==> config.mk <==
export PLATFORM = sky130hd
export DESIGN_NAME = posit_regime_decode_pipe_flat
export DESIGN_NICKNAME = d
export VERILOG_FILES = /design/src/rtl/posit_regime_decode_pipe_if.sv /design/src/rtl/posit_regime_decode_pipe.sv /design/src/flat_wrapper.sv
export SDC_FILE = /design/constraint.sdc
export NUM_CORES = 1
export LEC_CHECK = 0
export ABC_AREA = 1
export BUFFER_PORTS_ARGS = -buffer_cell sky130_fd_sc_hd__buf_2
export CAP_MARGIN = 0
export CORE_ASPECT_RATIO = 0.6
export CORE_MARGIN = 3
export CORE_UTILIZATION = 25
export CTS_CLUSTER_DIAMETER = 50
export DETAILED_ROUTE_END_ITERATION = 16
export HOLD_SLACK_MARGIN = 0.02
export PLACE_DENSITY = 0.44
export SLEW_MARGIN = 20
export SYNTH_ARGS = -nofsm -noshare
export SYNTH_HDL_FRONTEND = slang
export SYNTH_SLANG_ARGS = --single-unit
==> constraint.sdc <==
create_clock -name clk -period 12.4 [get_ports clk]
set_input_delay 1.86 -clock clk [delete_from_list [all_inputs] [get_ports clk]]
set_output_delay 1.86 -clock clk [all_outputs]
set_load 0.005 [all_outputs]
==> src/rtl/posit_regime_decode_pipe_if.sv <==
// Stream bundle for the posit regime decoder: raw posit word in, decoded fields out.
// Latency: none, wiring only.
// Backpressure: valid/ready on both sides; ready flows upstream from the output.
interface posit_regime_decode_pipe_if #(
    parameter int N  = 32,
    parameter int ES = 2
);
    localparam int RW = $clog2(N);
    localparam int KW = RW + 1;
    // A zero-width exponent port cannot exist, so ES=0 keeps one bit tied to 0.
    localparam int EW = (ES > 0) ? ES : 1;
    localparam int FW = N - 1 - ES;

    logic          in_valid;
    logic          in_ready;
    logic [N-1:0]  in_data;
    logic          out_valid;
    logic          out_ready;
    logic          out_sign;
    logic          out_zero;
    logic          out_nar;
    logic [RW-1:0] out_run;
    logic [KW-1:0] out_k;
    logic [EW-1:0] out_exp;
    logic [FW-1:0] out_frac;

    // Producer of raw words and consumer of decoded results.
    modport master (
        output in_valid, in_data, out_ready,
        input  in_ready, out_valid, out_sign, out_zero, out_nar,
        input  out_run, out_k, out_exp, out_frac
    );

    // The decoder itself.
    modport slave (
        input  in_valid, in_data, out_ready,
        output in_ready, out_valid, out_sign, out_zero, out_nar,
        output out_run, out_k, out_exp, out_frac
    );
endinterface

==> src/rtl/posit_regime_decode_pipe.sv <==
// Posit decoder front end: sign/zero/NaR flags, regime run length and k, exponent and fraction.
// Latency: 2 cycles from the accepting handshake to out_valid, 1 word per cycle sustained.
// Backpressure: each stage loads when empty or draining; in_ready depends on out_ready, never on in_valid.
module posit_regime_decode_pipe #(
    parameter int N  = 32,
    parameter int ES = 2
) (
    input  logic                      clk,
    input  logic                      rst,
    posit_regime_decode_pipe_if.slave bus
);
    localparam int RW   = $clog2(N);
    localparam int KW   = RW + 1;
    localparam int EW   = (ES > 0) ? ES : 1;
    localparam int VW   = N - 1;
    localparam int FW   = N - 1 - ES;
    // Run counting works on 8-bit slices; at least one pad bit always exists.
    localparam int NSEG = (VW / 8) + 1;
    localparam int PW   = NSEG * 8;

    // Leading-zero count of one slice; an all-zero slice is flagged separately.
    function automatic logic [2:0] lead_zeros8(input logic [7:0] s);
        logic [2:0] lz;
        lz = 3'd0;
        for (int i = 0; i < 8; i++) begin
            if (s[i]) lz = 3'(7 - i);
        end
        return lz;
    endfunction

    // ---------------- stage 1 combinational: magnitude, flags, run length ----------------
    logic            in_sign;
    logic [VW-1:0]   in_v;
    logic            in_zero;
    logic            in_nar;
    logic [PW-1:0]   run_src;
    logic [NSEG-1:0] seg_zero;
    logic [2:0]      seg_lz [NSEG];
    logic [RW-1:0]   in_run;

    assign in_sign = bus.in_data[N-1];
    // Only the low N-1 bits of the magnitude are kept, and those equal the
    // negation of the low N-1 input bits modulo 2^(N-1).
    assign in_v    = in_sign ? (~bus.in_data[VW-1:0] + VW'(1)) : bus.in_data[VW-1:0];
    assign in_zero = (bus.in_data == '0);
    assign in_nar  = (bus.in_data == {1'b1, {VW{1'b0}}});
    // Bits equal to the regime bit become zeros; the ones padding stops the
    // count at VW when the whole field is one run.
    assign run_src = {(in_v[VW-1] ? ~in_v : in_v), {(PW - VW){1'b1}}};

    generate
        for (genvar g = 0; g < NSEG; g++) begin : g_seg
            assign seg_zero[g] = (run_src[PW-1-8*g -: 8] == 8'h00);
            assign seg_lz[g]   = lead_zeros8(run_src[PW-1-8*g -: 8]);
        end
    endgenerate

    // Merge slices: each all-zero slice adds 8 until the first slice holding a one.
    always_comb begin
        logic hit;
        hit    = 1'b0;
        in_run = '0;
        for (int s = 0; s < NSEG; s++) begin
            if (!hit) begin
                if (seg_zero[s]) begin
                    in_run = in_run + RW'(8);
                end else begin
                    in_run = in_run + RW'(seg_lz[s]);
                    hit    = 1'b1;
                end
            end
        end
    end

    // ---------------- flow control ----------------
    logic s1_valid_q, s1_valid_d;
    logic s2_valid_q, s2_valid_d;
    logic s2_take;
    logic in_ready_c;

    assign s2_take      = !s2_valid_q || bus.out_ready;
    assign in_ready_c   = !rst && (!s1_valid_q || s2_take);
    assign bus.in_ready = in_ready_c;

    // ---------------- stage 1 registers ----------------
    logic          s1_sign_q, s1_sign_d;
    logic          s1_zero_q, s1_zero_d;
    logic          s1_nar_q,  s1_nar_d;
    logic [VW-1:0] s1_v_q,    s1_v_d;
    logic [RW-1:0] s1_run_q,  s1_run_d;

    // Stage 1 next state: take a new word on handshake, go empty when it only drains.
    always_comb begin
        s1_valid_d = s1_valid_q;
        s1_sign_d  = s1_sign_q;
        s1_zero_d  = s1_zero_q;
        s1_nar_d   = s1_nar_q;
        s1_v_d     = s1_v_q;
        s1_run_d   = s1_run_q;
        if (in_ready_c) begin
            s1_valid_d = bus.in_valid;
            if (bus.in_valid) begin
                s1_sign_d = in_sign;
                s1_zero_d = in_zero;
                s1_nar_d  = in_nar;
                s1_v_d    = in_v;
                s1_run_d  = in_run;
            end
        end
    end

    // Stage 1 state register with synchronous clear.
    always_ff @(posedge clk) begin
        if (rst) begin
            s1_valid_q <= 1'b0;
            s1_sign_q  <= 1'b0;
            s1_zero_q  <= 1'b0;
            s1_nar_q   <= 1'b0;
            s1_v_q     <= '0;
            s1_run_q   <= '0;
        end else begin
            s1_valid_q <= s1_valid_d;
            s1_sign_q  <= s1_sign_d;
            s1_zero_q  <= s1_zero_d;
            s1_nar_q   <= s1_nar_d;
            s1_v_q     <= s1_v_d;
            s1_run_q   <= s1_run_d;
        end
    end

    // ---------------- stage 2 combinational: k, remainder split ----------------
    logic [KW-1:0] s1_run_ext;
    logic [KW-1:0] k_c;
    logic [VW-1:0] rem_c;
    logic [EW-1:0] exp_c;
    logic [FW-1:0] frac_c;
    logic          special_c;

    assign s1_run_ext = {1'b0, s1_run_q};
    // Regime of ones gives k = run-1, regime of zeros gives k = -run.
    assign k_c        = s1_v_q[VW-1] ? (s1_run_ext - KW'(1)) : (~s1_run_ext + KW'(1));
    assign special_c  = s1_zero_q || s1_nar_q;

    // Drop the run and its terminating bit; nothing is left once the run reaches N-2.
    always_comb begin
        rem_c = '0;
        if (int'(s1_run_q) < (N - 2)) begin
            rem_c = s1_v_q << (s1_run_ext + KW'(1));
        end
    end

    generate
        if (ES > 0) begin : g_exp
            assign exp_c = rem_c[VW-1 -: EW];
        end else begin : g_no_exp
            assign exp_c = '0;
        end
    endgenerate
    assign frac_c = rem_c[FW-1:0];

    // ---------------- stage 2 registers (drive the outputs) ----------------
    logic          s2_sign_q, s2_sign_d;
    logic          s2_zero_q, s2_zero_d;
    logic          s2_nar_q,  s2_nar_d;
    logic [RW-1:0] s2_run_q,  s2_run_d;
    logic [KW-1:0] s2_k_q,    s2_k_d;
    logic [EW-1:0] s2_exp_q,  s2_exp_d;
    logic [FW-1:0] s2_frac_q, s2_frac_d;

    // Stage 2 next state: hold while stalled, otherwise take stage 1 (zero/NaR clear the fields).
    always_comb begin
        s2_valid_d = s2_valid_q;
        s2_sign_d  = s2_sign_q;
        s2_zero_d  = s2_zero_q;
        s2_nar_d   = s2_nar_q;
        s2_run_d   = s2_run_q;
        s2_k_d     = s2_k_q;
        s2_exp_d   = s2_exp_q;
        s2_frac_d  = s2_frac_q;
        if (s2_take) begin
            s2_valid_d = s1_valid_q;
            if (s1_valid_q) begin
                s2_sign_d = s1_sign_q;
                s2_zero_d = s1_zero_q;
                s2_nar_d  = s1_nar_q;
                if (special_c) begin
                    s2_run_d  = '0;
                    s2_k_d    = '0;
                    s2_exp_d  = '0;
                    s2_frac_d = '0;
                end else begin
                    s2_run_d  = s1_run_q;
                    s2_k_d    = k_c;
                    s2_exp_d  = exp_c;
                    s2_frac_d = frac_c;
                end
            end
        end
    end

    // Stage 2 state register with synchronous clear.
    always_ff @(posedge clk) begin
        if (rst) begin
            s2_valid_q <= 1'b0;
            s2_sign_q  <= 1'b0;
            s2_zero_q  <= 1'b0;
            s2_nar_q   <= 1'b0;
            s2_run_q   <= '0;
            s2_k_q     <= '0;
            s2_exp_q   <= '0;
            s2_frac_q  <= '0;
        end else begin
            s2_valid_q <= s2_valid_d;
            s2_sign_q  <= s2_sign_d;
            s2_zero_q  <= s2_zero_d;
            s2_nar_q   <= s2_nar_d;
            s2_run_q   <= s2_run_d;
            s2_k_q     <= s2_k_d;
            s2_exp_q   <= s2_exp_d;
            s2_frac_q  <= s2_frac_d;
        end
    end

    assign bus.out_valid = s2_valid_q;
    assign bus.out_sign  = s2_sign_q;
    assign bus.out_zero  = s2_zero_q;
    assign bus.out_nar   = s2_nar_q;
    assign bus.out_run   = s2_run_q;
    assign bus.out_k     = s2_k_q;
    assign bus.out_exp   = s2_exp_q;
    assign bus.out_frac  = s2_frac_q;
endmodule

==> src/flat_wrapper.sv <==
// flat-port wrapper written by rule: the top's interface ports become plain ports
module posit_regime_decode_pipe_flat 
#(
    parameter int N  = 32,
    parameter int ES = 2
)
  (clk, rst, bus_in_valid, bus_in_data, bus_out_ready, bus_in_ready, bus_out_valid, bus_out_sign, bus_out_zero, bus_out_nar, bus_out_run, bus_out_k, bus_out_exp, bus_out_frac);
  posit_regime_decode_pipe_if #(.N(N), .ES(ES)) bus_i ();
  input  logic clk;
  input  logic rst;
  input wire logic [$bits(bus_i.in_valid)-1:0] bus_in_valid;
  input wire logic [$bits(bus_i.in_data)-1:0] bus_in_data;
  input wire logic [$bits(bus_i.out_ready)-1:0] bus_out_ready;
  output wire logic [$bits(bus_i.in_ready)-1:0] bus_in_ready;
  output wire logic [$bits(bus_i.out_valid)-1:0] bus_out_valid;
  output wire logic [$bits(bus_i.out_sign)-1:0] bus_out_sign;
  output wire logic [$bits(bus_i.out_zero)-1:0] bus_out_zero;
  output wire logic [$bits(bus_i.out_nar)-1:0] bus_out_nar;
  output wire logic [$bits(bus_i.out_run)-1:0] bus_out_run;
  output wire logic [$bits(bus_i.out_k)-1:0] bus_out_k;
  output wire logic [$bits(bus_i.out_exp)-1:0] bus_out_exp;
  output wire logic [$bits(bus_i.out_frac)-1:0] bus_out_frac;
  assign bus_i.in_valid = bus_in_valid;
  assign bus_i.in_data = bus_in_data;
  assign bus_i.out_ready = bus_out_ready;
  assign bus_in_ready = bus_i.in_ready;
  assign bus_out_valid = bus_i.out_valid;
  assign bus_out_sign = bus_i.out_sign;
  assign bus_out_zero = bus_i.out_zero;
  assign bus_out_nar = bus_i.out_nar;
  assign bus_out_run = bus_i.out_run;
  assign bus_out_k = bus_i.out_k;
  assign bus_out_exp = bus_i.out_exp;
  assign bus_out_frac = bus_i.out_frac;
  posit_regime_decode_pipe #(.N(N), .ES(ES)) u_core (.clk(clk), .rst(rst), .bus(bus_i));
endmodule
# --- Word-level counts from Yosys, hierarchy flattened ---
# Cells that the tools add are included.
totals:
  output_inout_bits: 47
  reg_bits: 86
  elab_cells: 95
  input_bits: 36
op_classes:
  muxes: 51
  order_cmp: 1
  addsub: 10
  n_shift: 1
  n_reduce_logical: 14
  eq_ne: 1
  bitwise: 3
ops:
  columns: ["operator", "n"]
  rows:
  - ["two-way mux 31 bit", 3]
  - ["two-way mux 3 bit", 28]
  - ["inverter 31 bit", 2]
  - ["two-way mux 5 bit", 7]
  - ["== test 32 bit (second input constant)", 1]
  - ["logical NOT 32 bit", 1]
  - ["logical NOT 8 bit", 4]
  - ["adder 31 x 1 -> 31 bit (second input constant)", 1]
  - ["<< shifter 31 x 6 -> 31 bit", 1]
  - ["two-way mux 29 bit", 1]
  - ["two-way mux 6 bit", 2]
  - ["adder 5 x 3 -> 5 bit", 2]
  - ["adder 5 x 4 -> 5 bit (second input constant)", 2]
  - ["adder 5 x 1 -> 6 bit (second input constant)", 1]
  - ["adder 6 x 1 -> 6 bit (second input constant)", 1]
  - ["two-way mux 1 bit", 6]
  - ["two-way mux 2 bit", 3]
  - ["inverter 5 -> 6 bit", 1]
  - ["subtractor 5 x 1 -> 6 bit (second input constant)", 1]
  - ["adder 4 x 3 -> 5 bit", 1]
  - ["adder 4 x 4 -> 5 bit (second input constant)", 1]
  - ["< comparator 5 bit (second input constant)", 1]
  - ["two-way mux 4 bit", 1]
  - ["AND reduction 2 bit", 2]
  - ["other kinds (3)", 7]

# --- Logic depth before layout (Yosys ltp) ---
depth:
  ltp_word: 23
  depth_mapped: 38
  ltp_nobuf: 37

# --- Worst setup path after synthesis ---
# Ideal clock, no wire load.
synth_path:
  kind: "input-to-reg"
  startpoint: "input bus_in_data[0]"
  endpoint: "register u_core.s1_run_q[2]"
  setup_time_ns: 0.067
  path_buffers: 2
  required_ns: 12.333
  slack_ns: 6.414
  cell_stages: 38
  arrival_time_ns: 5.919
  cell_sequence: "inv_2 -> ha_1 -> nand2_1 -> nor2_1 -> nand3_1 -> nand2_2 -> nand3_2 -> nand2_4 -> nand2_4 -> buf_8 -> buf_6 -> nand2_1 -> nand2_1 -> nand2_1 -> nand2_1 -> nand2_1 -> nand2_1 -> nand2_1 -> (+2 left out) -> fa_1 -> xor2_1 -> inv_1 -> nor2_1 -> a21oi_1 -> inv_1 -> ha_1 -> xnor2_1 -> inv_1 -> nand4_1 -> nand2_1 -> ha_1 -> xor2_1 -> nand2_1 -> nand2_1 -> inv_1 -> nand2_1 -> a21oi_2"
synth_between:
  elab_chain_len: 23
  word_cells_on_any_way: 58
  classes_between: "add/sub (7); mux (45); bitwise (2); reduce/logical (4)"
synth_rtl:
  columns: ["element", "line_no", "text"]
  rows:
  - ["start, declared", "flat_wrapper.sv:12", "input wire logic [$bits(bus_i.in_data)-1:0] bus_in_data;"]
  - ["inverter 31 bit", "posit_regime_decode_pipe.sv:44", "assign in_v = in_sign ? (~bus.in_data[VW-1:0] + VW'(1)) : bus.in_data[VW-1:0];"]
  - ["adder 31 x 1 -> 31 bit", "posit_regime_decode_pipe.sv:44", null]
  - ["two-way mux 31 bit (*)", "posit_regime_decode_pipe.sv:44", null]
  - ["inverter 31 bit", "posit_regime_decode_pipe.sv:49", "assign run_src = {(in_v[VW-1] ? ~in_v : in_v), {(PW - VW){1'b1}}};"]
  - ["two-way mux 31 bit (*)", "posit_regime_decode_pipe.sv:49", null]
  - ["two-way mux 3 bit (8 in a row)", "posit_regime_decode_pipe.sv:26", "if (s[i]) lz = 3'(7 - i);"]
  - ["two-way mux 4 bit", "posit_regime_decode_pipe.sv:65", "if (seg_zero[s]) begin"]
  - ["adder 4 x 3 -> 5 bit or adder 4 x 4 -> 5 bit (tied branches)", "posit_regime_decode_pipe.sv:68, posit_regime_decode_pipe.sv:66", null]
  - ["two-way mux 5 bit", "posit_regime_decode_pipe.sv:65", null]
  - ["two-way mux 5 bit", "posit_regime_decode_pipe.sv:64", "if (!hit) begin"]
  - ["adder 5 x 3 -> 5 bit or adder 5 x 4 -> 5 bit (tied branches)", "posit_regime_decode_pipe.sv:68, posit_regime_decode_pipe.sv:66", null]
  - ["two-way mux 5 bit", "posit_regime_decode_pipe.sv:65", null]
  - ["two-way mux 5 bit", "posit_regime_decode_pipe.sv:64", null]
  - ["adder 5 x 3 -> 5 bit or adder 5 x 4 -> 5 bit (tied branches)", "posit_regime_decode_pipe.sv:68, posit_regime_decode_pipe.sv:66", null]
  - ["two-way mux 5 bit", "posit_regime_decode_pipe.sv:65", null]
  - ["two-way mux 5 bit (*)", "posit_regime_decode_pipe.sv:64", null]
  - ["end signal, assigned", "posit_regime_decode_pipe.sv:127", "s1_run_q <= s1_run_d;"]
  - ["end, declared", "posit_regime_decode_pipe.sv:90", "logic [RW-1:0] s1_run_q, s1_run_d;"]
# Every way passes the cells marked *; elsewhere a longest branch is shown, timed or not.
# A chain may end at the register's enable or synchronous reset.

# --- Worst setup path in the final report ---
layout_path:
  startpoint: "input bus_in_data[31]"
  endpoint: "register u_core.s1_run_q[2]"
layout_between:
  elab_chain_len: 21
  word_cells_on_any_way: 56
  classes_between: "add/sub (6); mux (45); bitwise (1); reduce/logical (4)"
layout_rtl:
  columns: ["element", "line_no"]
  rows:
  - ["two-way mux 31 bit (*)", "posit_regime_decode_pipe.sv:44"]
  - ["inverter 31 bit", "posit_regime_decode_pipe.sv:49"]
  - ["two-way mux 31 bit (*)", "posit_regime_decode_pipe.sv:49"]
  - ["two-way mux 3 bit (8 in a row)", "posit_regime_decode_pipe.sv:26"]
  - ["two-way mux 4 bit", "posit_regime_decode_pipe.sv:65"]
  - ["adder 4 x 3 -> 5 bit or adder 4 x 4 -> 5 bit (tied branches)", "posit_regime_decode_pipe.sv:68, posit_regime_decode_pipe.sv:66"]
  - ["two-way mux 5 bit", "posit_regime_decode_pipe.sv:65"]
  - ["two-way mux 5 bit", "posit_regime_decode_pipe.sv:64"]
  - ["adder 5 x 3 -> 5 bit or adder 5 x 4 -> 5 bit (tied branches)", "posit_regime_decode_pipe.sv:68, posit_regime_decode_pipe.sv:66"]
  - ["two-way mux 5 bit", "posit_regime_decode_pipe.sv:65"]
  - ["two-way mux 5 bit", "posit_regime_decode_pipe.sv:64"]
  - ["adder 5 x 3 -> 5 bit or adder 5 x 4 -> 5 bit (tied branches)", "posit_regime_decode_pipe.sv:68, posit_regime_decode_pipe.sv:66"]
  - ["two-way mux 5 bit", "posit_regime_decode_pipe.sv:65"]
  - ["two-way mux 5 bit (*)", "posit_regime_decode_pipe.sv:64"]
# Marked as above.

==> out/summary.md <==
The run finished with clean final reports. The portion of the clock cycle consumed by the worst path in the final layout is 0.546, and the number of storage elements in the synthesis netlist is 86. Based on the critical path, the design can be clocked at up to 0.148 GHz. The layer with the highest usage after global routing is met1.

The initial cell density of the core is 0.259, and the weighted congestion at the end of routability-driven global placement is 0.888. In the final routed layout, each cell accounts on average for 15.7 um. The number of buffers and inverters on the critical path is 7.

At the worst endpoint, the required time is 12.64 ns. The cell with the largest stage delay on the worst path is sky130_fd_sc_hd__buf_2. Arrival time reported for the critical path endpoint: 7.01 ns. Summed over all layers, the global routing overflow is 0. The number of DRC markers after the initial detailed-route iteration was 533; the final routed DRC violation total was 0.

Among all flip-flop cells after synthesis, the most frequent one is sky130_fd_sc_hd__dfxtp_1. The Yosys step of the flow raised 0 warnings. Counting flops with a built-in enable in the synthesized netlist gives 0. Final count of pins violating max slew: 0. Setup repair after global routing left no endpoint under its margin. Ranked by total cell area, the synthesized netlist is headed by sky130_fd_sc_hd__dfxtp_1, sky130_fd_sc_hd__nand2_1, sky130_fd_sc_hd__o21ai_0. The most numerous cell type found on the critical path is sky130_fd_sc_hd__nand2_1. The pin slew with the least headroom to its limit works out to 1.00 ns.

The floorplan step defined a die boundary enclosing 30000 um^2. Width of the chip: 222 um. Clock tree synthesis selected as its root buffer the cell sky130_fd_sc_hd__clkbuf_16. For this design the top-level I/O count stands at 83. In this run, CTS created clock tree buffers numbering 9. The longest clock path from root to sink contains 2 buffers. Setup violations remaining at the end of the flow were counted as 0.

The power per unit of standard cell area is 110 nW/um^2. The floorplan step set the die height to 135 um. The worst-path maximum fanout is 31, and the setup TNS after final layout is 0 ns. The startpoint class of the critical path was an input port. The tools report the post-synthesis net count as 1178. The worst clock skew on the final layout was 0.00676 ns.

Number of placed instances with taps included: 1525. In the post-synthesis netlist, the cell with the most instances is sky130_fd_sc_hd__nand2_1. The share of Yosys cell area claimed by the top area cell type is 0.247.

For the global-route track usage on met3, the log shows 0.0275. The number of hold violations in the final report is 0, and the number of detailed-route iterations in the first pass is 5. The synthesized netlist contains 50 unique library cells. The standard cell area after detailed placement was 7670 um^2.

The run gives 26900 um^2 as the placeable core area. IR analysis of the VDD net gives a maximum drop of 52.9 uV. Entering global routing, the biggest net connects 49 pins. The count of cells in the finished layout, fillers not included, comes to 1541.

The portion of the post-synthesis area used by sequential elements was 0.247. TritonCTS built the clock tree. The tools report the post-DP HPWL as 19400 um. The cell family with the largest share of critical-path delay was adder cells. The cell taking the most area after synthesis was sky130_fd_sc_hd__dfxtp_1.

The share of post-route cells with drive strength above 1 was 0.142; the wire length of the first global-routing pass was 38200 um. Post-synth design cell area: 6980 um^2. The worst min-delay path class was flip-flop to flip-flop. The layout-stage area growth over the synthesis result works out to 14.2%.

The H-tree was split into 3 levels. The count of cells resized by post-cts repair came out at 0. The initial antenna violation count is 0. By count the netlist is led by sky130_fd_sc_hd__nand2_1, sky130_fd_sc_hd__inv_1, sky130_fd_sc_hd__o21ai_0. The met1 track utilization from global routing was 0.269; the total number of nets in the final design was 1229. Fill cells in the final layout number 3065. For the number of global-route vias before repair, the log shows 6650. The synthesized instance count was 1125; the worst max-slew margin expressed relative to the limit was 0.332. The placement row count came out at 46. On the worst path, the slowest cell contributes a delay of 0.47 ns. Counting I/O delays and the setup requirement, the final critical path takes 6.77 ns.

Count of input and output buffers: 82. The CTS sink count came out at 86. Total number of vias: 7265. Summed over all layers, the routed wires come to 24300 um.

The tools report the antenna diode count as 0. The detail route stage leaves a number of antenna-violating nets equal to 0. For this design the static power due to leakage is 0.00373 uW. The logs give 0.296 for the final core area utilization and 0 for the count of max-cap constraint violations. The tools report the global routing met2 resource utilization as 0.215. Critical setup path kind: input port to flip-flop. The clock latency of the later-clocked register in the worst-skew pair came out at 0.36 ns. In this run the mean area of a mapped cell was 6.20 um^2.

The number of vias per cell after detailed routing is 4.71. With fillers left out, the area of the finished cells amounts to 7970 um^2. Share of synthesized registers carrying an async set or reset: 0.

Post-CTS timing repair inserted 0 buffers for setup. Clock-pin slew was measured on the worst setup and hold paths at 0.07 ns. The worst setup path is captured at a flip-flop. The all-layer global routing usage is 0.162. For this design, the CTS-stage hold fixing added 0 buffers.
final timing paths:
kind         slack, ns                      end  depth (start not counted)              startpoint
max               5.63       u_core.s1_run_q[2]                         32         bus_in_data[31]
min               0.46   u_core.bus.out_frac[9]                          2  u_core.bus.out_frac[9]
max reg2reg       8.78  u_core.bus.out_frac[13]                          9      u_core.s1_run_q[0]
min reg2reg       0.46   u_core.bus.out_frac[9]                          2  u_core.bus.out_frac[9]
kinds of logic (layout without fill, tap and decap cells):
logic type               after synthesis  count (layout)  share of synthesized area
XOR/XNOR                              38              38                     0.0552
adder cells (fa/ha/maj)               17              17                     0.0337
multiplexers                          28              28                     0.0402
AO/OA/AOI/OAI                        214             214                      0.175
flip-flops                            86              86                      0.247
buffers and inverters                174             230                      0.102
AND/OR/NAND/NOR                      568             568                      0.347
tightest hold or removal path: cells and delay by family (launching register included):
kind	cells	cell delay (ns)
AND/OR/NAND/NOR	1	0.06
flip-flops	1	0.30
AO/OA/AOI/OAI	1	0.05
area by class of cell:
class / count / area, um^2 / area share
multi-input cells: 865 / 4550 / 0.571
flip-flops and latches: 86 / 1720 / 0.216
repair buffers: 91 / 478 / 0.0600
inverters: 123 / 464 / 0.0582
well taps: 360 / 450 / 0.0565
clock buffers: 12 / 256 / 0.0322
clock inverters: 4 / 45.0 / 0.00565
flip-flops by register name, indices dropped and copies added (netlist names):
| signal | count |
|---|---|
| u_core.s1_v_q | 31 |
| u_core.bus.out_frac | 29 |
| u_core.bus.out_k | 6 |
| u_core.bus.out_run | 5 |
| u_core.s1_run_q | 5 |
| u_core.bus.out_exp | 2 |
| u_core.bus.out_nar | 1 |
| u_core.bus.out_sign | 1 |
| u_core.bus.out_valid | 1 |
| u_core.bus.out_zero | 1 |
| u_core.s1_nar_q | 1 |
| u_core.s1_sign_q | 1 |
| u_core.s1_valid_q | 1 |
| u_core.s1_zero_q | 1 |
cell usage in the layout (no fill, tap or decap), drive strengths merged:
cell,synthesis,routed
ha,14,14
o21bai,1,1
a22oi,9,9
a21o,1,1
nor4,1,1
nor3,3,3
o21ai,103,103
a221oi,2,2
mux2i,28,28
nand3b,1,1
a21oi,54,54
o221ai,3,3
o211ai,10,10
clkinv,1,4
nand2,354,354
a211oi,2,2
fa,3,3
o31ai,14,14
buf,15,91
nor2,115,115
o22ai,2,2
a21boi,2,2
a31oi,10,10
inv,122,122
or2,9,9
clkbuf,36,12
xnor2,17,17
dfxtp,86,86
nand4,14,14
nand3,71,71
xor2,21,21
o2111ai,1,1
bufinv,0,1
power by group:
part	leakage, uW	switching (uW)	internal, uW
combinational	0.00288	194	97.1
clock	0.000152	116	166
sequential	0.000704	12.1	295
metrics by stage:
| stage | worst slack [ns] | power [uW] | hold WS, ns |
|---|---|---|---|
| after global routing | 5.09 | 943 | 0.478 |
| final | 5.63 | 881 | 0.460 |
| after CTS | 5.72 | 890 | 0.463 |
| after detailed placement | 5.33 | 601 | 0.453 |
| after global placement | 5.50 | 603 | 0.451 |
| after floorplan | 6.41 | 517 | 0.448 |
layer usage:
layer | share of wire | vias to the layer above | routed length (um)
met4 | 0.0054 | 0 | 132
met5 | 0 | - | 0
met1 | 0.58 | 3358 | 14100
li1 | - | 3756 | -
met2 | 0.37 | 139 | 9020
met3 | 0.039 | 12 | 954
Power figures use the tool's default switching activity.
